--- src/rtl/serial_add_ctrl_pkg.sv ---
`default_nettype none
// ---------------------------------------------------------------------------
// serial_add_ctrl_pkg : shared FSM state encoding and default operand width
// Revision: 1.0
// ---------------------------------------------------------------------------
package serial_add_ctrl_pkg;

  localparam int DEFAULT_W = 8;

  typedef enum logic [1:0] {
    ST_IDLE = 2'd0,
    ST_ADD  = 2'd1,
    ST_DONE = 2'd2
  } state_t;

endpackage : serial_add_ctrl_pkg
`default_nettype wire

--- src/rtl/serial_add_ctrl_if.sv ---
`default_nettype none
// ---------------------------------------------------------------------------
// serial_add_ctrl_if : request/result bundle for the bit-serial adder
// Revision: 1.0
// ---------------------------------------------------------------------------
interface serial_add_ctrl_if
  import serial_add_ctrl_pkg::*;
#(
  parameter int W = DEFAULT_W
) ();

  logic         start;
  logic [W-1:0] a;
  logic [W-1:0] b;
  logic         busy;
  logic         done;
  logic [W-1:0] sum;
  logic         cout;

  modport master (
    output start, a, b,
    input  busy, done, sum, cout
  );

  modport slave (
    input  start, a, b,
    output busy, done, sum, cout
  );

endinterface : serial_add_ctrl_if
`default_nettype wire

--- src/rtl/serial_fa_cell.sv ---
`default_nettype none
// ---------------------------------------------------------------------------
// serial_fa_cell : combinational full adder built from two half-adder stages
// Revision: 1.0
// ---------------------------------------------------------------------------
module serial_fa_cell (
  input  wire logic a,
  input  wire logic b,
  input  wire logic cin,
  output logic      s,
  output logic      c
);

  logic ha0_s;
  logic ha0_c;
  logic ha1_c;

  // first half adder: operand bits; second: partial sum plus incoming carry
  assign ha0_s = a ^ b;
  assign ha0_c = a & b;
  assign s     = ha0_s ^ cin;
  assign ha1_c = ha0_s & cin;
  assign c     = ha0_c | ha1_c;

endmodule : serial_fa_cell
`default_nettype wire

--- src/rtl/serial_add_ctrl.sv ---
`default_nettype none
// ---------------------------------------------------------------------------
// serial_add_ctrl : LSB-first bit-serial adder, one bit per clock through a
//                   single shared full-adder cell. Revision: 1.0
// ---------------------------------------------------------------------------
module serial_add_ctrl
  import serial_add_ctrl_pkg::*;
#(
  parameter int W = DEFAULT_W
) (
  input wire logic         clk,
  input wire logic         rst,
  serial_add_ctrl_if.slave bus
);

  localparam int CW = $clog2(W) + 1;

  state_t        state_q, state_d;
  logic [W-1:0]  a_sr_q, a_sr_d;
  logic [W-1:0]  b_sr_q, b_sr_d;
  logic [W-1:0]  res_q, res_d;
  logic          carry_q, carry_d;
  logic [CW-1:0] cnt_q, cnt_d;
  logic          cout_q, cout_d;
  logic          busy_q, busy_d;
  logic          done_q, done_d;

  logic fa_s;
  logic fa_c;

  serial_fa_cell u_fa (
    .a   (a_sr_q[0]),
    .b   (b_sr_q[0]),
    .cin (carry_q),
    .s   (fa_s),
    .c   (fa_c)
  );

  always_comb begin
    state_d = state_q;
    a_sr_d  = a_sr_q;
    b_sr_d  = b_sr_q;
    res_d   = res_q;
    carry_d = carry_q;
    cnt_d   = cnt_q;
    cout_d  = cout_q;
    busy_d  = busy_q;
    done_d  = 1'b0;

    case (state_q)
      ST_IDLE: begin
        if (bus.start) begin
          state_d = ST_ADD;
          a_sr_d  = bus.a;
          b_sr_d  = bus.b;
          carry_d = 1'b0;
          cnt_d   = '0;
          busy_d  = 1'b1;
        end
      end

      ST_ADD: begin
        // result fills from the MSB side so bit 0 lands in place after W shifts
        a_sr_d  = a_sr_q >> 1;
        b_sr_d  = b_sr_q >> 1;
        res_d   = {fa_s, res_q[W-1:1]};
        carry_d = fa_c;
        cnt_d   = cnt_q + CW'(1);
        if (cnt_q == CW'(W - 1)) begin
          state_d = ST_DONE;
          cout_d  = fa_c;
          busy_d  = 1'b0;
          done_d  = 1'b1;
        end
      end

      ST_DONE: begin
        state_d = ST_IDLE;
      end

      default: begin
        state_d = ST_IDLE;
        busy_d  = 1'b0;
      end
    endcase
  end

  always_ff @(posedge clk) begin
    if (rst) begin
      state_q <= ST_IDLE;
      a_sr_q  <= '0;
      b_sr_q  <= '0;
      res_q   <= '0;
      carry_q <= 1'b0;
      cnt_q   <= '0;
      cout_q  <= 1'b0;
      busy_q  <= 1'b0;
      done_q  <= 1'b0;
    end else begin
      state_q <= state_d;
      a_sr_q  <= a_sr_d;
      b_sr_q  <= b_sr_d;
      res_q   <= res_d;
      carry_q <= carry_d;
      cnt_q   <= cnt_d;
      cout_q  <= cout_d;
      busy_q  <= busy_d;
      done_q  <= done_d;
    end
  end

  assign bus.busy = busy_q;
  assign bus.done = done_q;
  assign bus.sum  = res_q;
  assign bus.cout = cout_q;

endmodule : serial_add_ctrl
`default_nettype wire

--- src/flat_wrapper.sv ---
// flat-port wrapper written by rule: the top's interface ports become plain ports
module serial_add_ctrl_flat import serial_add_ctrl_pkg::*;
#(
  parameter int W = DEFAULT_W
)
  (clk, rst, bus_start, bus_a, bus_b, bus_busy, bus_done, bus_sum, bus_cout);
  serial_add_ctrl_if #(.W(W)) bus_i ();
  input wire logic clk;
  input wire logic rst;
  input wire logic [$bits(bus_i.start)-1:0] bus_start;
  input wire logic [$bits(bus_i.a)-1:0] bus_a;
  input wire logic [$bits(bus_i.b)-1:0] bus_b;
  output wire logic [$bits(bus_i.busy)-1:0] bus_busy;
  output wire logic [$bits(bus_i.done)-1:0] bus_done;
  output wire logic [$bits(bus_i.sum)-1:0] bus_sum;
  output wire logic [$bits(bus_i.cout)-1:0] bus_cout;
  assign bus_i.start = bus_start;
  assign bus_i.a = bus_a;
  assign bus_i.b = bus_b;
  assign bus_busy = bus_i.busy;
  assign bus_done = bus_i.done;
  assign bus_sum = bus_i.sum;
  assign bus_cout = bus_i.cout;
  serial_add_ctrl #(.W(W)) u_core (.clk(clk), .rst(rst), .bus(bus_i));
endmodule
--- config.mk ---
export PLATFORM = sky130hd
export DESIGN_NAME = serial_add_ctrl_flat
export DESIGN_NICKNAME = d
export VERILOG_FILES = /design/src/rtl/serial_add_ctrl_pkg.sv /design/src/rtl/serial_add_ctrl_if.sv /design/src/rtl/serial_fa_cell.sv /design/src/rtl/serial_add_ctrl.sv /design/src/flat_wrapper.sv
export SDC_FILE = /design/constraint.sdc
export NUM_CORES = 1
export LEC_CHECK = 0
export BUFFER_PORTS_ARGS = -buffer_cell sky130_fd_sc_hd__buf_2
export CAP_MARGIN = 20
export CELL_PAD_IN_SITES_DETAIL_PLACEMENT = 2
export CELL_PAD_IN_SITES_GLOBAL_PLACEMENT = 2
export CORE_ASPECT_RATIO = 1.4
export CORE_UTILIZATION = 33
export DETAILED_ROUTE_END_ITERATION = 7
export PLACE_DENSITY = 0.91
export SKIP_CTS_REPAIR_TIMING = 1
export SYNTH_ARGS = -nofsm -noshare
export SYNTH_HDL_FRONTEND = slang
export SYNTH_HIERARCHICAL = 1
export SYNTH_SLANG_ARGS = --single-unit
--- constraint.sdc ---
create_clock -name clk -period 1.75 [get_ports clk]
set_input_delay 0.35 -clock clk [delete_from_list [all_inputs] [get_ports clk]]
set_output_delay 0.35 -clock clk [all_outputs]
set_load 0.005 [all_outputs]
# Word level (Yosys, flattened, before mapping)
# Index checks and enable logic that the tools add are counted.
[classes] magnitude_cmp=0 mul=0 n_reduce_logical=7 n_div=0 n_eq_ne=5 n_mux=15 shift=0 add_sub_neg=1 bitwise_logic=7
[op_table] cell="case mux 8 bit (2 select lines)" n=2
[op_table] cell="two-way mux 8 bit" n=2
[op_table] cell="case mux 4 bit (2 select lines)" n=1
[op_table] cell="AND reduction 2 bit" n=3
[op_table] cell="adder 4 x 1 -> 4 bit (second input constant)" n=1
[op_table] cell="equality test 4 x 3 -> 1 bit (second input constant)" n=1
[op_table] cell="two-way mux 1 bit" n=4
[op_table] cell="two-way mux 2 bit" n=2
[op_table] cell="two-way mux 4 bit" n=1
[op_table] cell="case mux 2 bit (2 select lines)" n=1
[op_table] cell="case mux 1 bit (3 select lines)" n=1
[op_table] cell="AND reduction 3 bit" n=1
[op_table] cell="AND 1 bit" n=2
[op_table] cell="equality test 2 x 1 -> 1 bit (second input constant)" n=1
[op_table] cell="equality test 2 bit (second input constant)" n=1
[op_table] cell="logical NOT 2 bit" n=1
[op_table] cell="!= test 2 x 1 -> 1 bit (second input constant)" n=1
[op_table] cell="!= test 2 bit (second input constant)" n=1
[op_table] cell="inverter 1 bit" n=2
[op_table] cell="case mux 1 bit (2 select lines)" n=1
[op_table] cell="nonzero test 2 bit" n=1
[op_table] cell="OR reduction 2 bit" n=1
[op_table] cell="bitwise XOR 1 bit" n=2
[op_table] cell="OR 1 bit" n=1
[totals] register_bits=34 memories=0 rom_bits=0 inputBits=19 ramBits=0 latch_bits=0

# Logic depth before layout (Yosys ltp)
# Gate-level depths: netlist (run 1).
[depth] ltp_word=4 ltp_mapped=5 mapped_depth_nobuf=4

# Modules after synthesis
# The synthesis (run 1) kept the hierarchy.
[modules_own_cells] mod="serial_add_ctrl" instances=1 cells_each=165 area_each_um2=1406.3
[modules_own_cells] mod="serial_fa_cell" instances=1 cells_each=1 area_each_um2=20.0

# Least setup slack after synthesis (run 1)
# No wires, ideal clock.
[synth_timing] path_type="register to register" startpoint="register u_core.state_q[1]" endpoint="register u_core.cnt_q[3]" setup_time_ps=74 period_less_slack_ps=1162 slack_ps=588 t_arrival_ps=1087 stages_incl_launch_ff=5 cell_sequence="dfxtp_1 -> nand2b_1 -> buf_6 -> or3_1 -> a31oi_1"
[synth_between] elab_chain_cells=3
[synth_lines] element="start: declaration" line_no="serial_add_ctrl.sv:18" rtl="state_t state_q, state_d;"
[synth_lines] element="start signal: assignment" line_no="serial_add_ctrl.sv:100" rtl="state_q <= state_d;"
[synth_lines] element="equality test 2 x 1 -> 1 bit / logical NOT 2 bit (equally long branches)" line_no="serial_add_ctrl.sv:50" rtl="case (state_q)"
[synth_lines] element="nonzero test 2 bit (no source line) / != test 2 bit (equally long branches)"
[synth_lines] element="AND reduction 2 bit (no source line)"
[synth_lines] element="end signal: assignment" line_no="serial_add_ctrl.sv:105" rtl="cnt_q <= cnt_d;"
[synth_lines] element="end: declaration" line_no="serial_add_ctrl.sv:23" rtl="logic [CW-1:0] cnt_q, cnt_d;"
# Parallel ways exist; a longest one is shown, timed or not.
# A chain may end at the register's enable or synchronous reset.

# Worst setup path in the final report (run 1)
[layout_timing] startpoint="register u_core.state_q[0]" endpoint="register u_core.cnt_q[3]"
# The elaborated chain is that of the path after synthesis.

==> run summary, run 1 <==
total CTS buffers - 5
Fill cells - 466
post-synthesis cell type count - 29
Starting Density - 0.355
setup TNS - 0 ps
DRC - 2
Clock Latency Late Sink - 300 ps
pin count of the biggest net entering global routing - 35
asr flop ratio synth - 0
dominant cells by area after synthesis - dfxtp_1 (48%), nor2_1 (8.9%), a211oi_1 (7.9%), o2bb2ai_1 (7.4%), nand2_1 (5.5%)
maximum vdd ir drop - 0.676 mV
gpl congestion - 0.696
via count - 1312
total grt overflow - 0
R2R cell count - 4
die width - 57.6 um
Crit path arrival time - 1810 ps
status - finished, violations left
initial antenna violation count - 0
crit share post-route - 0.910
TritonCTS clock tree - done
clk buf depth - 2
syn avg cell area - 8.59 sq um
root buffer cell - clkbuf_8
unrepaired setup endpoints after global routing - false
FF+latch area - 681 sq um
DR iter-0 viols - 22
area growth from synthesis to layout - 17.8%
first-pass GRT wire length - 6910 um
Die Area - 4590 sq um
row cnt - 27
CTS Sinks - 34
post-synth top area share - 0.477
wire length per cell - 17.7 um
IO Count - 30
predominant post-synthesis flop cell - dfxtp_1
Crit. End Element - register
r2r endpoint - u_core/cnt_q[3]
Die Y - 79.8 um
ant diodes - 0
slew margin rel. - 0.586
Slew @ Worst Pin - 621 ps
Layout Skew - 4.84 ps
critical setup path kind - register to register
Crit path required time - 1960 ps
r2r setup slk - 160 ps
Worst Hold End - u_core/a_sr_q[7]
final slew viol count - 0
Via density - 5.56
Tmin final - 1590 ps
Worst Hold Class - input port to register
vias in the first global route - 1360
core area - 4020 sq um
Critical Path Fanout Max - 13
multi-input logic area - 676 sq um
Pre-Repair DR Iteration Count - 7
nets - 213
worst hold start - bus_a[7]
number of synthesized register bits - 34
max_cap viols - 0
Hold Vio Cnt, Final - 0
startpoint types - register
syn_nets - 187
worst r2r src - u_core/state_q[0]
cell taking the most area after synthesis - dfxtp_1
cells after synthesis - 166
Yosys warning count - 6
ANT nets after route - 0
htree depth - 2
layout cells sized above 1 - 0.223
worst hold slack - 309 ps
post-DP HPWL - 2780 um
Peak Freq - 0.628 GHz
Leak Pwr - 0.683 nW
IO Port Bufs - 29
GRT Util Overall - 0.204
Worst-path clk slew - 70 ps
PwrDens - 988 nW/um^2
final setup vio count - 0
Hold Path Stages - 3
Post-Syn Area - 1430 sq um
Synth top cells by count - dfxtp_1 (34), nor2_1 (34), nand2_1 (21), a211oi_1 (15), o2bb2ai_1 (12)
Post-synth EDFFs - 0
failing checks - DRC
Total Wirelength - 4180 um
register area share after synthesis - 0.477
Critical Path Source - u_core/state_q[0]
## kinds of logic after synthesis
logic type,after synthesis,synth area share
flip-flops,34,0.477
adder cells (fa/ha/maj),2,0.0228
AND/OR/NAND/NOR,65,0.188
multiplexers,1,0.00702
AO/OA/AOI/OAI,49,0.256
buffers and inverters,15,0.0491
## stage by stage
step,total power [W],setup slack (ps),cell area (sq um),std cells,utilization
3_5_place_dp,0.00104,181,1590,228,0.394
3_3_place_gp,0.00102,321,1590,228,0.394
2_1_floorplan,0.000979,588,1430,166,-
6_report,0.00166,158,1680,236,0.418
5_1_grt,0.00173,18.6,1680,236,0.418
4_1_cts,0.00168,150,1680,236,0.418
## report_power, final
group	leakage [nW]	total (W)	internal, W	switching [W]
logic	0.357	0.000181	0.0000751	0.000106
clock network	0.0472	0.000632	0.000316	0.000316
registers	0.279	0.000846	0.000814	0.0000317
total	0.683	0.00166	0.00121	0.000454
## cells in the final DEF (no fill, tap or decap)
cell        instances
clkbuf_8            6
buf_2              29
a21bo_2             1
clkinvlp_4          1
nand2b_1            2
o21bai_2            1
dfxtp_1            34
nor3_1              1
a22oi_1             4
o32a_1              1
nor2_1             34
buf_4               3
a31oi_1             1
nand3_1             3
nor3b_1             1
and3b_1             1
mux2i_1             1
ha_1                1
o22ai_1             2
o2bb2ai_1          12
nand2_1            21
o21ba_2             1
fa_1                1
clkinv_2            1
o21a_1              1
inv_1               2
a211oi_1           15
nor2b_1             1
a21oi_1            10
or3_1               1
## worst max-delay path by stage
stage,slack (ps),cells past startpoint,to
after detailed placement,180,4,u_core/cnt_q[3]
final,160,4,u_core/cnt_q[3]
after floorplan,590,4,u_core/cnt_q[3]
after CTS,150,4,u_core/bus.sum[1]
after global routing,20,4,u_core/bus.sum[1]
after global placement,320,4,u_core/cnt_q[3]
## metal layers
layer | track usage | vias to the layer above | wire [um]
met5 | 0 | - | 0
met2 | 0.356 | 30 | 2210
met3 | 0.0632 | 10 | 176
met1 | 0.223 | 637 | 1690
met4 | 0.0927 | 0 | 107
li1 | - | 635 | -
## state kept, by name, indices dropped and copies added, names as in the netlist, 2 cells and up
| name | flops |
|---|---|
| u_core/a_sr_q | 8 |
| u_core/b_sr_q | 8 |
| u_core/bus.sum | 8 |
| u_core/cnt_q | 4 |
| u_core/state_q | 2 |
## final cells by class
cell class,count,share of cell area
repair buffers,32,0.0998
multi-input cells,117,0.402
clock inverters,2,0.00745
inverters,2,0.00447
flip-flops and latches,34,0.405
well taps,43,0.0320
clock buffers,6,0.0491
## worst max-delay path: stages, from the launching register on
cell,delay [ps]
dfxtp_1,580
buf_4,280
nand2b_1,90
or3_1,360
a31oi_1,200
No activity file was read; power rests on OpenSTA's default activity.
==> run 2, diff against run 1 <==
- REMOVE_ABC_BUFFERS: unset -> 1
==> run 2 against run 1 <==
Compared with the run above: the flow still finishes with violations (DRC); first-iteration DRC count is 55% higher; sequential share of layout area down 0.27 points; final cell count grew 0.85%; register-to-register slack gained 130 ps; largest cell class unchanged.
==> run summary, run 2 (same netlist as run 1, synthesis figures left out) <==
Critical Path Source - u_core/state_q[0]
Switching Share - 0.257
final slew viol count - 0
Net Sw Power - 0.000419 W
clock share of power - 0.369
via count - 1315
Worst-path clk slew - 70 ps
initial antenna violation count - 0
setup TNS - 0 ps
Slew @ Worst Pin - 608 ps
crit share post-route - 0.836
Gate power share - 0.114
Layout Skew - 5.26 ps
placed cell count - 230
Crit path buffers/inverters - 1
worst hold slack - 307 ps
Setup WS post-layout - 286 ps
total grt overflow - 0
Sequential Power Share - 0.517
unrepaired setup endpoints after global routing - false
die width - 57.6 um
Leak Pwr - 0.694 nW
critical setup path kind - register to register
CTS Sinks - 34
max incr delay on CP - 450 ps
Hold Vio Cnt, Final - 0
DRC - 4
startpoint types - register
Slowest-stage cell, CP - dfxtp_1
Via density - 5.53
wire length per cell - 16.6 um
final setup vio count - 0
Starting Density - 0.355
Die Y - 79.8 um
Int Pwr - 0.00121 W
post-DP HPWL - 2910 um
htree depth - 2
Peak Freq - 0.683 GHz
IO Port Bufs - 29
row cnt - 27
worst hold start - bus_a[7]
crit path cell chain - buf_4, o21ba_2, nor2_1, a211oi_1
root buffer cell - clkbuf_8
Crit path arrival time - 1650 ps
Crit path required time - 1940 ps
Tmin final - 1460 ps
Total Wirelength - 3960 um
family with the most delay on the worst path - compound AO/OA/AOI/OAI gates
maximum vdd ir drop - 0.469 mV
max_cap viols - 0
layout cells sized above 1 - 0.226
pin count of the biggest net entering global routing - 35
gpl congestion - 0.725
clk buf depth - 2
DR iter-0 viols - 34
first-pass GRT wire length - 6760 um
Worst Hold Class - input port to register
nets - 215
pre-CTS setup slack - 275 ps
status - finished, violations left
Critical Path Fanout Max - 14
Pre-Repair DR Iteration Count - 7
Non-Filler Instances - 238
ANT nets after route - 0
worst r2r src - u_core/state_q[0]
failing checks - DRC
vias in the first global route - 1436
Clock Latency Late Sink - 290 ps
PwrDens - 964 nW/um^2
core area - 4020 sq um
ant diodes - 0
GRT Util Overall - 0.198
most frequent cells in the layout - nor2_1 (34), dfxtp_1 (34), buf_2 (29)
Die Area - 4590 sq um
total CTS buffers - 5
IO Count - 30
area growth from synthesis to layout - 18.6%
Crit. End Element - register
TritonCTS clock tree - done
slew margin rel. - 0.595
==> run 2: changes by cell type in the layout (fill, tap and decap cells not counted), sizes merged <==
cell      before  now
clkinvlp       1    0
buf           32   34
clkbuf         6    7
==> run 2: final timing paths <==
| kind | slack (ps) | to | depth (start not counted) |
|---|---|---|---|
| worst max-delay path | 290 | u_core/b_sr_q[2] | 4 |
| worst min-delay path | 310 | u_core/a_sr_q[7] | 3 |
| worst min register to register | 460 | u_core/bus.sum[0] | 2 |
| worst max register to register | 290 | u_core/b_sr_q[2] | 4 |
==> run 2: layout make-up <==
type	instances	area, sq um
tap	43	53.8
multi-input combinational	117	676
sequential	34	681
timing repair buffer	34	183
clock buffer	7	86.3
inverter	2	7.51
clock inverter	1	5.00
fill	465	2330
==> run 2: tightest hold or removal path: stages <==
cell     delay, ps
buf_2           80
a22oi_1         60
nor2_1          80
==> run 2: per-stage QoR <==
stage	utilization	area, sq um	total power, W
6_report	0.421	1690	0.00163
5_1_grt	0.421	1690	0.00171
4_1_cts	0.421	1690	0.00166
3_5_place_dp	0.398	1600	0.00105
3_3_place_gp	0.398	1600	0.00103
2_1_floorplan	-	1360	0.000954
==> run 2: routing by layer <==
layer / wire length (um) / part of all wire / track usage / up-vias
li1: - / - / - / 636
met1: 1520 / 0.38 / 0.201 / 636
met2: 2180 / 0.55 / 0.364 / 32
met3: 165 / 0.042 / 0.0551 / 11
met4: 102 / 0.026 / 0.0951 / 0
met5: 0 / 0 / 0 / -
==> run 2: power by group through the flow <==
stage | clock, W | sequential [W] | combinational (W)
2_1_floorplan | 0 | 0.000857 | 0.0000969
3_3_place_gp | 0 | 0.000856 | 0.000174
3_5_place_dp | 0 | 0.000860 | 0.000188
4_1_cts | 0.000621 | 0.000844 | 0.000190
5_1_grt | 0.000655 | 0.000848 | 0.000209
6_report | 0.000601 | 0.000843 | 0.000185
==> run 3, diff against run 2 <==
- CORE_UTILIZATION: 33 -> 31
- PLACE_DENSITY: 0.91 -> 0.87
- clock period: 1.75 -> 1.5 ns (I/O delays scaled with it)
==> run 3 against run 2 <==
Compared with the run above: the run now ends clean; fmax up 6.5%; design area rose by 1.8%; sequential share of layout area down 0.73 points; flip-flop and latch count stayed put; worst setup slack worse by 160 ps; register-to-register slack worse by 160 ps; first-iteration DRC count decreased by 65%; wire length shrank 0.66%; critical path type unchanged; power increased by 13%; hold slack worse by 52 ps; core utilization fell by 2.1 points; combinational power is 19% higher.
==> run summary, run 3 (same netlist as run 1, synthesis figures left out) <==
status - finished, final reports clean
core area - 4310 sq um
Critical Path Fanout Max - 13
Peak Freq - 0.728 GHz
most frequent cells in the layout - nor2_1 (34), dfxtp_1 (34), buf_2 (29)
post-DP HPWL - 2950 um
pin count of the biggest net entering global routing - 19
Switching Share - 0.262
ANT nets after route - 0
Crit path arrival time - 1570 ps
die width - 59.3 um
IO Count - 30
DRC - 0
TritonCTS clock tree - done
worst hold slack - 256 ps
crit share post-route - 0.916
Slew @ Worst Pin - 466 ps
Worst Hold Class - input port to register
gpl congestion - 0.732
Design Area, Final - 1720 sq um
Worst-path clk slew - 70 ps
Pre-Repair DR Iteration Count - 3
Post-DP Area - 1640 sq um
critical setup path kind - register to register
vias in the first global route - 1359
final setup vio count - 0
startpoint types - register
final slew viol count - 0
Finished Core Util - 0.400
highest metal used - met4
wire length on met3 - 152 um
IO Port Bufs - 29
Tmin final - 1370 ps
Setup WS post-layout - 126 ps
GRT Util Overall - 0.183
clk buf depth - 2
Routed met1 length - 1530 um
Power, Total - 0.00184 W
initial antenna violation count - 0
unrepaired setup endpoints after global routing - false
Net Sw Power - 0.000482 W
wire length per cell - 15.4 um
Layout Skew - 6.52 ps
nets - 216
max_cap viols - 0
Int Pwr - 0.00136 W
htree depth - 2
via count - 1306
Total Wirelength - 3940 um
Crit. End Element - register
DR iter-0 viols - 12
first-pass GRT wire length - 6450 um
clock share of power - 0.346
total grt overflow - 0
Leak Pwr - 0.700 nW
row cnt - 28
root buffer cell - clkbuf_8
PwrDens - 1070 nW/um^2
area growth from synthesis to layout - 20.8%
Die Y - 82.3 um
Fill cells - 505
Clock Latency Late Sink - 290 ps
WL met2 - 2190 um
maximum vdd ir drop - 0.442 mV
Gate power share - 0.120
Hold Vio Cnt, Final - 0
slew margin rel. - 0.689
total CTS buffers - 5
Starting Density - 0.331
Crit path required time - 1690 ps
Die Area - 4880 sq um
Sequential Power Share - 0.534
pre-CTS setup slack - 109 ps
ant diodes - 0
Via density - 5.12
CTS Sinks - 34
layout cells sized above 1 - 0.236
## run 3: changes by cell type in the layout (fill, tap and decap cells not counted)
cell	before	now
clkbuf_8	6	5
nor2b_1	1	0
nor2b_2	0	1
clkinv_2	1	2
clkbuf_1	1	0
buf_12	0	1
## run 3: per-layer routing
metal / vias to the layer above / global-route usage
met5: - / 0
met4: 0 / 0.0643
met3: 6 / 0.0452
met2: 29 / 0.347
met1: 635 / 0.190
li1: 636 / -
## run 3: stage by stage
step	std cells	TNS, ps
final	255	0
after global routing	255	0
after CTS	255	0
after detailed placement	248	0
after global placement	248	0
after floorplan	153	-664
## run 3: area by class of cell
cell class                 count  area (sq um)  area share
inverter                       2          7.51     0.00436
clock buffer                   5          68.8      0.0399
multi-input combinational    117           678       0.394
clock inverter                 2          10.0     0.00581
sequential                    34           681       0.395
timing repair buffer          35           203       0.118
tap                           60          75.1      0.0436
## run 3: power by group through the flow
stage / logic (W) / registers (W) / clock network [W]
finish: 0.000221 / 0.000984 / 0.000637
global placement: 0.000209 / 0.00100 / 0
floorplan: 0.000113 / 0.00100 / 0
global route: 0.000249 / 0.000989 / 0.000697
CTS: 0.000226 / 0.000984 / 0.000663
detailed placement: 0.000223 / 0.00100 / 0
## run 3: path summary, 6_finish.rpt
path / startpoint / end / slack, ps / cells past startpoint
max: u_core/state_q[0] / u_core/b_sr_q[3] / 130 / 4
min: bus_a[7] / u_core/a_sr_q[7] / 260 / 3
max reg2reg: u_core/state_q[0] / u_core/b_sr_q[3] / 130 / 4
min reg2reg: u_core/bus.sum[0] / u_core/bus.sum[0] / 460 / 2
## run 3: critical path, cell delays in order, from the launching register on
cell	delay, ps
dfxtp_1	520
buf_4	260
nand2b_1	140
o22ai_1	80
a211oi_1	280
